--- config.mk ---
export PLATFORM = sky130hd
export DESIGN_NAME = regfile_write_scheduler
export DESIGN_NICKNAME = d
export VERILOG_FILES = /design/src/rtl/regfile_write_scheduler_pkg.sv /design/src/rtl/regfile_write_scheduler_fifo.sv /design/src/rtl/regfile_write_scheduler.sv
export SDC_FILE = /design/constraint.sdc
export NUM_CORES = 1
export LEC_CHECK = 0
export CORE_MARGIN = 1
export CORE_UTILIZATION = 53
export CTS_CLUSTER_DIAMETER = 80
export DETAILED_ROUTE_END_ITERATION = 7
export GPL_ROUTABILITY_DRIVEN = 0
export PLACE_DENSITY = 0.9
export SETUP_SLACK_MARGIN = 0.5
export SYNTH_ARGS = -nofsm -noshare
export SYNTH_HDL_FRONTEND = slang
export SYNTH_HIERARCHICAL = 1
export SYNTH_SLANG_ARGS = --single-unit
--- constraint.sdc ---
create_clock -name clk -period 3.15 [get_ports clk]
set_clock_uncertainty 0.2 [all_clocks]
set_input_delay 0.7875 -clock clk [delete_from_list [all_inputs] [get_ports clk]]
set_output_delay 0.7875 -clock clk [all_outputs]
set_load 0.01 [all_outputs]
--- src/rtl/regfile_write_scheduler_pkg.sv ---
// regfile_write_scheduler_pkg: shared widths, zero-register address and writeback request type
package regfile_write_scheduler_pkg;
   localparam int REG_ADDR_W = 5;
   localparam int DATA_W = 32;
   localparam int NUM_REGS = 1 << REG_ADDR_W;
   localparam logic [REG_ADDR_W-1:0] ZERO_REG = 5'd31;
   typedef struct packed {
      logic [REG_ADDR_W-1:0] addr;
      logic [DATA_W-1:0]     data;
   } wb_req_t;
endpackage

--- src/rtl/regfile_write_scheduler_fifo.sv ---
// wb_fifo: small power-of-two FIFO of writeback requests with occupancy count
module wb_fifo
   import regfile_write_scheduler_pkg::*;
#(
   parameter int DEPTH = 2
) (
   input  logic    clk_i,
   input  logic    rst_i,
   input  logic    push_i,
   input  logic    pop_i,
   input  wb_req_t din_i,
   output wb_req_t dout_o,
   output logic    full_o,
   output logic    empty_o
);
   localparam int AW = $clog2(DEPTH);
   wb_req_t mem_q [DEPTH];
   logic [AW-1:0] wr_q, rd_q;
   logic [AW:0] cnt_q;
   assign dout_o = mem_q[rd_q];
   assign full_o = cnt_q == (AW+1)'(DEPTH);
   assign empty_o = cnt_q == '0;
   // storage is not reset: only entries below the count are ever read
   always_ff @(posedge clk_i) begin
      if (push_i) mem_q[wr_q] <= din_i;
   end
   // pointers wrap naturally at DEPTH; simultaneous push and pop leaves the count unchanged
   always_ff @(posedge clk_i) begin
      if (rst_i) begin
         wr_q <= '0;
         rd_q <= '0;
         cnt_q <= '0;
      end else begin
         wr_q <= wr_q + AW'(push_i);
         rd_q <= rd_q + AW'(pop_i);
         cnt_q <= cnt_q + (AW+1)'(push_i) - (AW+1)'(pop_i);
      end
   end
endmodule

--- src/rtl/regfile_write_scheduler.sv ---
// regfile_write_scheduler: merges ALU and load writebacks onto one RF write port with a busy scoreboard
module regfile_write_scheduler
   import regfile_write_scheduler_pkg::wb_req_t, regfile_write_scheduler_pkg::REG_ADDR_W,
          regfile_write_scheduler_pkg::DATA_W, regfile_write_scheduler_pkg::NUM_REGS;
#(
   parameter int FIFO_DEPTH = 2,
   parameter logic [REG_ADDR_W-1:0] ZERO_REG = regfile_write_scheduler_pkg::ZERO_REG
) (
   input  logic                  clk,
   input  logic                  rst,
   input  logic                  a_valid,
   output logic                  a_ready,
   input  logic [REG_ADDR_W-1:0] a_addr,
   input  logic [DATA_W-1:0]     a_data,
   input  logic                  b_valid,
   output logic                  b_ready,
   input  logic [REG_ADDR_W-1:0] b_addr,
   input  logic [DATA_W-1:0]     b_data,
   input  logic                  rsv_valid,
   input  logic [REG_ADDR_W-1:0] rsv_addr,
   input  logic [REG_ADDR_W-1:0] chk_addr1,
   input  logic [REG_ADDR_W-1:0] chk_addr2,
   output logic                  chk_busy1,
   output logic                  chk_busy2,
   output logic [NUM_REGS-1:0]   busy_vec,
   output logic                  rf_write_enable,
   output logic [REG_ADDR_W-1:0] rf_write_addr,
   output logic [DATA_W-1:0]     rf_write_data
);
   wb_req_t a_in, b_in, a_head, b_head, head;
   logic a_full, a_empty, b_full, b_empty, a_push, b_push, grant_a, grant_b, pop;
   logic prefer_b_q, prefer_b_d;
   logic rf_we_q;
   logic [REG_ADDR_W-1:0] rf_addr_q;
   logic [DATA_W-1:0] rf_data_q;
   logic [NUM_REGS-1:0] busy_q, busy_d, set_mask, clr_mask;
   assign a_ready = !a_full && !rst;
   assign b_ready = !b_full && !rst;
   assign a_push = a_valid && a_ready;
   assign b_push = b_valid && b_ready;
   assign a_in = '{addr: a_addr, data: a_data};
   assign b_in = '{addr: b_addr, data: b_data};
   assign busy_vec = busy_q;
   assign chk_busy1 = busy_q[chk_addr1];
   assign chk_busy2 = busy_q[chk_addr2];
   assign rf_write_enable = rf_we_q;
   assign rf_write_addr = rf_addr_q;
   assign rf_write_data = rf_data_q;
   wb_fifo #(.DEPTH(FIFO_DEPTH)) u_fifo_a (
      .clk_i(clk), .rst_i(rst), .push_i(a_push), .pop_i(grant_a),
      .din_i(a_in), .dout_o(a_head), .full_o(a_full), .empty_o(a_empty)
   );
   wb_fifo #(.DEPTH(FIFO_DEPTH)) u_fifo_b (
      .clk_i(clk), .rst_i(rst), .push_i(b_push), .pop_i(grant_b),
      .din_i(b_in), .dout_o(b_head), .full_o(b_full), .empty_o(b_empty)
   );
   // round-robin grant; the pointer only moves when both heads compete
   always_comb begin
      grant_a = !a_empty && (b_empty || !prefer_b_q);
      grant_b = !b_empty && !grant_a;
      pop = grant_a || grant_b;
      head = grant_a ? a_head : b_head;
      prefer_b_d = (!a_empty && !b_empty) ? grant_a : prefer_b_q;
   end
   // scoreboard next state: a new reservation beats the clear of the write landing this cycle
   always_comb begin
      set_mask = (rsv_valid && rsv_addr != ZERO_REG) ? NUM_REGS'(1) << rsv_addr : '0;
      clr_mask = rf_we_q ? NUM_REGS'(1) << rf_addr_q : '0;
      busy_d = ((busy_q & ~clr_mask) | set_mask) & ~(NUM_REGS'(1) << ZERO_REG);
   end
   // arbiter pointer, registered write port and scoreboard state
   always_ff @(posedge clk) begin
      if (rst) begin
         prefer_b_q <= 1'b0;
         rf_we_q <= 1'b0;
         rf_addr_q <= '0;
         rf_data_q <= '0;
         busy_q <= '0;
      end else begin
         prefer_b_q <= prefer_b_d;
         busy_q <= busy_d;
         rf_we_q <= pop && head.addr != ZERO_REG;
         if (pop) begin
            rf_addr_q <= head.addr;
            rf_data_q <= head.data;
         end
      end
   end
endmodule
## After elaboration in Yosys (flattened, before gate mapping)

Memory sizes are Yosys's and may differ from the RTL's. A register that Yosys moved wholly into a read port is not among the register bits.
Cells that the tools add are included.

| word-level totals | value |
|---|---|
| flip-flop bits (word level) | 78 |
| memory bits (writable) | 148 |
| bits of input ports | 94 |
| output and inout bits | 74 |
| logic and storage cells | 65 |
| memories | 2 |

Memory list:

| name | words | width | rd ports | clocked after Yosys merged registers in | wr ports | line | RTL |
|---|---|---|---|---|---|---|---|
| u_fifo_a.mem_q | 2 | 37 | 1 | 1 | 1 | regfile_write_scheduler_fifo.sv:17 | `wb_req_t mem_q [DEPTH];` |
| u_fifo_b.mem_q | 2 | 37 | 1 | 1 | 1 | regfile_write_scheduler_fifo.sv:17 |  |

| cells by class | value |
|---|---|
| add/sub/neg operators | 8 |
| order comparisons | 2 |
| equality and inequality tests | 4 |
| shifts and indexed selects | 2 |
| muxes and demuxes | 13 |
| bitwise operators | 3 |
| reduce and logical (&&, ||, !) cells | 20 |

Operators with widths:

| operator | number |
|---|---|
| 31-bit 2-to-1 mux | 2 |
| 1-bit by 5-bit left shift with 31-bit output, first input constant | 2 |
| 37-bit 2-to-1 mux | 1 |
| 31-bit AND | 1 |
| 31-bit NOT | 1 |
| 31-bit bitwise OR | 1 |
| 5-bit by 6-bit less-than comparator with 1-bit output, second input constant | 2 |
| 1-bit binary-select mux with 5-bit select | 2 |
| 5-bit inequality test, second input constant | 2 |
| 1-bit logical AND | 9 |
| 1-bit 2-to-1 mux | 8 |
| 1-bit zero test | 7 |
| 1-bit adder | 4 |
| 2-bit by 1-bit adder with 2-bit output | 2 |
| 2-bit equality test, second input constant | 2 |
| 2-bit zero test | 2 |
| 2-bit by 1-bit subtractor with 2-bit output | 2 |
| 1-bit logical OR | 2 |

## Logic depth before layout (Yosys ltp)

| logic depth | value |
|---|---|
| depth in word-level cells | 7 |
| mapped depth | 12 |

## By module

The synthesis kept the hierarchy.

Modules (own cells, without submodules):

| module | instances | cells an instance | area an instance (µm²) |
|---|---|---|---|
| wb_fifo | 2 | 134 | 2955.3 |
| regfile_write_scheduler | 1 | 397 | 3631.0 |

## Worst setup path after synthesis

OpenSTA, ideal clock, no wires.

| path | value |
|---|---|
| path kind | in2out |
| from | input port chk_addr1[0] |
| to | output port chk_busy1 |
| arrival time | 1.952 ns |
| slack | 0.210 ns |
| stages | 4 |
| buffers on the path | 1 |
| cell sequence | clkbuf_1 > mux4_1 > o2111ai_1 > nand4_1 |

| on the way | value |
|---|---|
| word-level cells in the longest chain between the ends | 2 |

RTL lines:

| what | line | RTL |
|---|---|---|
| start: declaration | regfile_write_scheduler.sv:21 | `input logic [REG_ADDR_W-1:0] chk_addr1,` |
| 1-bit binary-select mux with 5-bit select | regfile_write_scheduler.sv:44 | `assign chk_busy1 = busy_q[chk_addr1];` |
| 1-bit 2-to-1 mux (not written as such) | regfile_write_scheduler.sv:44 |  |
| end: declaration | regfile_write_scheduler.sv:23 | `output logic chk_busy1,` |

Every way passes these cells. The select of a mux whose other input is x is not followed.

## Worst setup path in the final report

| path | value |
|---|---|
| from | input port chk_addr1[1] |
| to | output port chk_busy1 |

Same word-level chain as after synthesis.

==> results.json <==
{
  "drtIter0Drc": 466,
  "vias": 6315,
  "synth_nets": 767,
  "drtPass1Iterations": 5,
  "cts_tree": "built",
  "hold_buffers": 0,
  "whs_path_depth": 2,
  "die_area_um2": 18540,
  "diodes": 0,
  "synth_flop_cell": "edfxtp_1",
  "slew_headroom_pct": 47.60,
  "hp-class": "reg2reg",
  "rrSetupSlack_ps": 800,
  "yosys.area.top_type_share_pct": 46.58,
  "drt-wirelength-per-cell_um": 20.99,
  "ir_drop_v": 0.0006392,
  "portBuffers": 166,
  "min_from": "prefer_b_q$_SDFFE_PP0P_",
  "yosys_register_bits": 226,
  "synthArstFlopShare_pct": 0,
  "dp_hpwl_mm": 14.59,
  "clock.fmax_ghz": 0.3308,
  "vias_per_cell": 5.783,
  "regArea_um2": 6008,
  "grt_max_degree": 75,
  "start_kind": "input pin",
  "hold_violations": 0,
  "layout_commonest_cell": "clkdlybuf4s50_1",
  "nFillCells": 1123,
  "status": "finished, final reports clean",
  "crit_chain": "buf_8, buf_6, mux4_2, mux2i_1, or3_1, nand4_1, buf_2",
  "critical_path_class": "in2out",
  "fin_nets": 953,
  "holdPathEnd": "prefer_b_q$_SDFFE_PP0P_",
  "path_max_fanout": 5,
  "critPathArrivalTime_ps": 2040,
  "area_delta_synth_final_pct": 28.93,
  "worst_pin_slew_ps": 785.9,
  "start_util_pct": 54.78,
  "clockBufferDepth": 3,
  "postRouteAntennaNets": 0,
  "wl_mm": 22.92,
  "drv_cap": 0,
  "io_pins": 168,
  "drive_gt1_share_pct": 20.07,
  "die_w_um": 136.2,
  "die_h_um": 136.2,
  "finalSetupViolCount": 0,
  "grt_pass1_vias": 6740,
  "fin_crit_sh_pct": 95.96,
  "leakagePower_nw": 4.494,
  "multi_input_comb_area_um2": 3268,
  "cts-buffers-inserted": 23,
  "slowest_stage": "mux4_2",
  "end_kind": "output port",
  "drcViolationCount": 0,
  "slew_viol_final": 0,
  "design.core.area_um2": 17420,
  "critPathMaxStageDelay_ps": 490,
  "r2r-end": "u_fifo_b/cnt_q[1]$_SDFF_PP0_",
  "antenna_found_initial": 2,
  "final_cell_mix": "clkdlybuf4s50_1, edfxtp_1, dfxtp_1",
  "rows": 48,
  "tns_ps": 0,
  "netlist_instances": 665,
  "ys_types": 44,
  "rr_worst_depth": 8,
  "grt_remaining_overflow": 0,
  "rr_startpoint": "u_fifo_b/cnt_q[0]$_SDFF_PP0_",
  "final_util_pct": 70.63,
  "cp.required_ps": 2160,
  "synth_edf_count": 148,
  "clk_pin_slew_ps": 60,
  "power_density_nw_per_um2": 772.0,
  "synth.area.top_cells": "edfxtp_1, dfxtp_1, mux2_4, mux2i_1, mux2_2",
  "track_usage_pct": 25.17,
  "cts_root_buffer": "clkbuf_16",
  "yosysWarnings": 6,
  "clock_sinks": 226,
  "synth.avg_cell_area_um2": 14.35,
  "synth_largest_area_cell": "edfxtp_1",
  "cts.htree.levels": 1,
  "synth-seq-area-share_pct": 62.94,
  "grt_pass1_wl_mm": 35.25,
  "rsz0062_at_grt": "true",
  "netlist_area_um2": 9542,
  "period_minus_slack_ps": 3023,
  "clk_latency_ps": 500
}
-- layer usage --
metal  global-route usage, %  share of wire [%]  up-vias
met5                       0              0.048        -
met4                   8.457                2.5        2
met3                   7.010                9.4       58
met2                   45.32                 51      295
met1                   28.50                 37     3089
li1                        -                  -     2871
-- stage by stage --
stage          cell area, µm²  power [mW]  cells  hold slack [ps]  setup WS [ps]
2_1_floorplan            9557       5.612    665            258.7          217.3
3_5_place_dp            11490       6.699   1045            301.9         -805.0
6_report                12300       9.496   1092            307.1          127.4
5_1_grt                 12300       9.881   1092            359.2          89.58
3_3_place_gp            11490       6.609   1045            264.7         -710.2
4_1_cts                 12290       9.521   1091            309.7          111.3
-- critical path: cells and delay by family --
family                 cells  cell delay, ps
buffers and inverters      3             350
muxes                      2             680
and+or+nand+nor            2             220
-- worst max path at each step --
| stage | depth (start not counted) | to | startpoint |
|---|---|---|---|
| 5_1_grt | 7 | chk_busy1 | chk_addr1[1] |
| 4_1_cts | 7 | chk_busy1 | chk_addr1[1] |
| 2_1_floorplan | 4 | u_fifo_b/mem_q[0][0]$_DFFE_PP_ | rst |
| 6_report | 7 | chk_busy1 | chk_addr1[1] |
| 3_5_place_dp | 7 | chk_busy1 | chk_addr1[1] |
| 3_3_place_gp | 7 | chk_busy1 | chk_addr1[1] |
-- Yosys cell counts, drive strengths merged (5+ instances only) --
cell type	instances
edfxtp	148
dfxtp	78
mux2	76
nor2	52
mux2i	44
a211oi	36
nand2	36
a21oi	34
o21ai	33
buf	21
clkbuf	15
mux4	12
inv	11
ha	8
nand3	7
nand3b	6
nand2b	5
-- cells by family after synthesis --
group                    count (synthesis)  share of synthesized area, %
buffers and inverters                   47                         2.898
adder cells (fa/ha/maj)                  8                         1.049
other                                    1                       0.03930
flip-flops                             226                         62.94
XOR/XNOR                                 4                        0.6557
AO/OA/AOI/OAI                          114                         7.278
AND/OR/NAND/NOR                        133                         6.674
multiplexers                           132                         18.46
-- state kept, by name, indices dropped and copies added (netlist names) --
signal / flops
rf_write_addr: 5
u_fifo_b/mem_q: 74
busy_vec: 31
u_fifo_b/rd_q: 1
u_fifo_a/rd_q: 1
rf_write_enable: 1
prefer_b_q: 1
u_fifo_a/wr_q: 1
u_fifo_b/cnt_q: 2
rf_write_data: 32
u_fifo_a/cnt_q: 2
u_fifo_a/mem_q: 74
u_fifo_b/wr_q: 1
-- power breakdown --
part | switching (mW) | internal [mW] | total [mW]
sequential | 0.359 | 3.61 | 3.97
clock | 1.08 | 1.70 | 2.78
combinational | 1.31 | 1.43 | 2.75
-- cell type report --
cell class,instances,share of cell area [%]
Clock inverter,10,1.241
Sequential cell,226,48.84
Tap cell,225,2.288
Inverter,11,0.3356
Multi-Input combinational cell,392,26.57
Clock buffer,31,5.004
Timing Repair Buffer,197,15.72
-- repair_timing --
action / CTS / global route
pin swaps: 6 / 5
cloned: 1 / 0
setup buffers: 4 / 1
setup endpoints to repair: 4 / 2
resized for setup: 40 / 7
No activity file was read; power rests on OpenSTA's default activity.
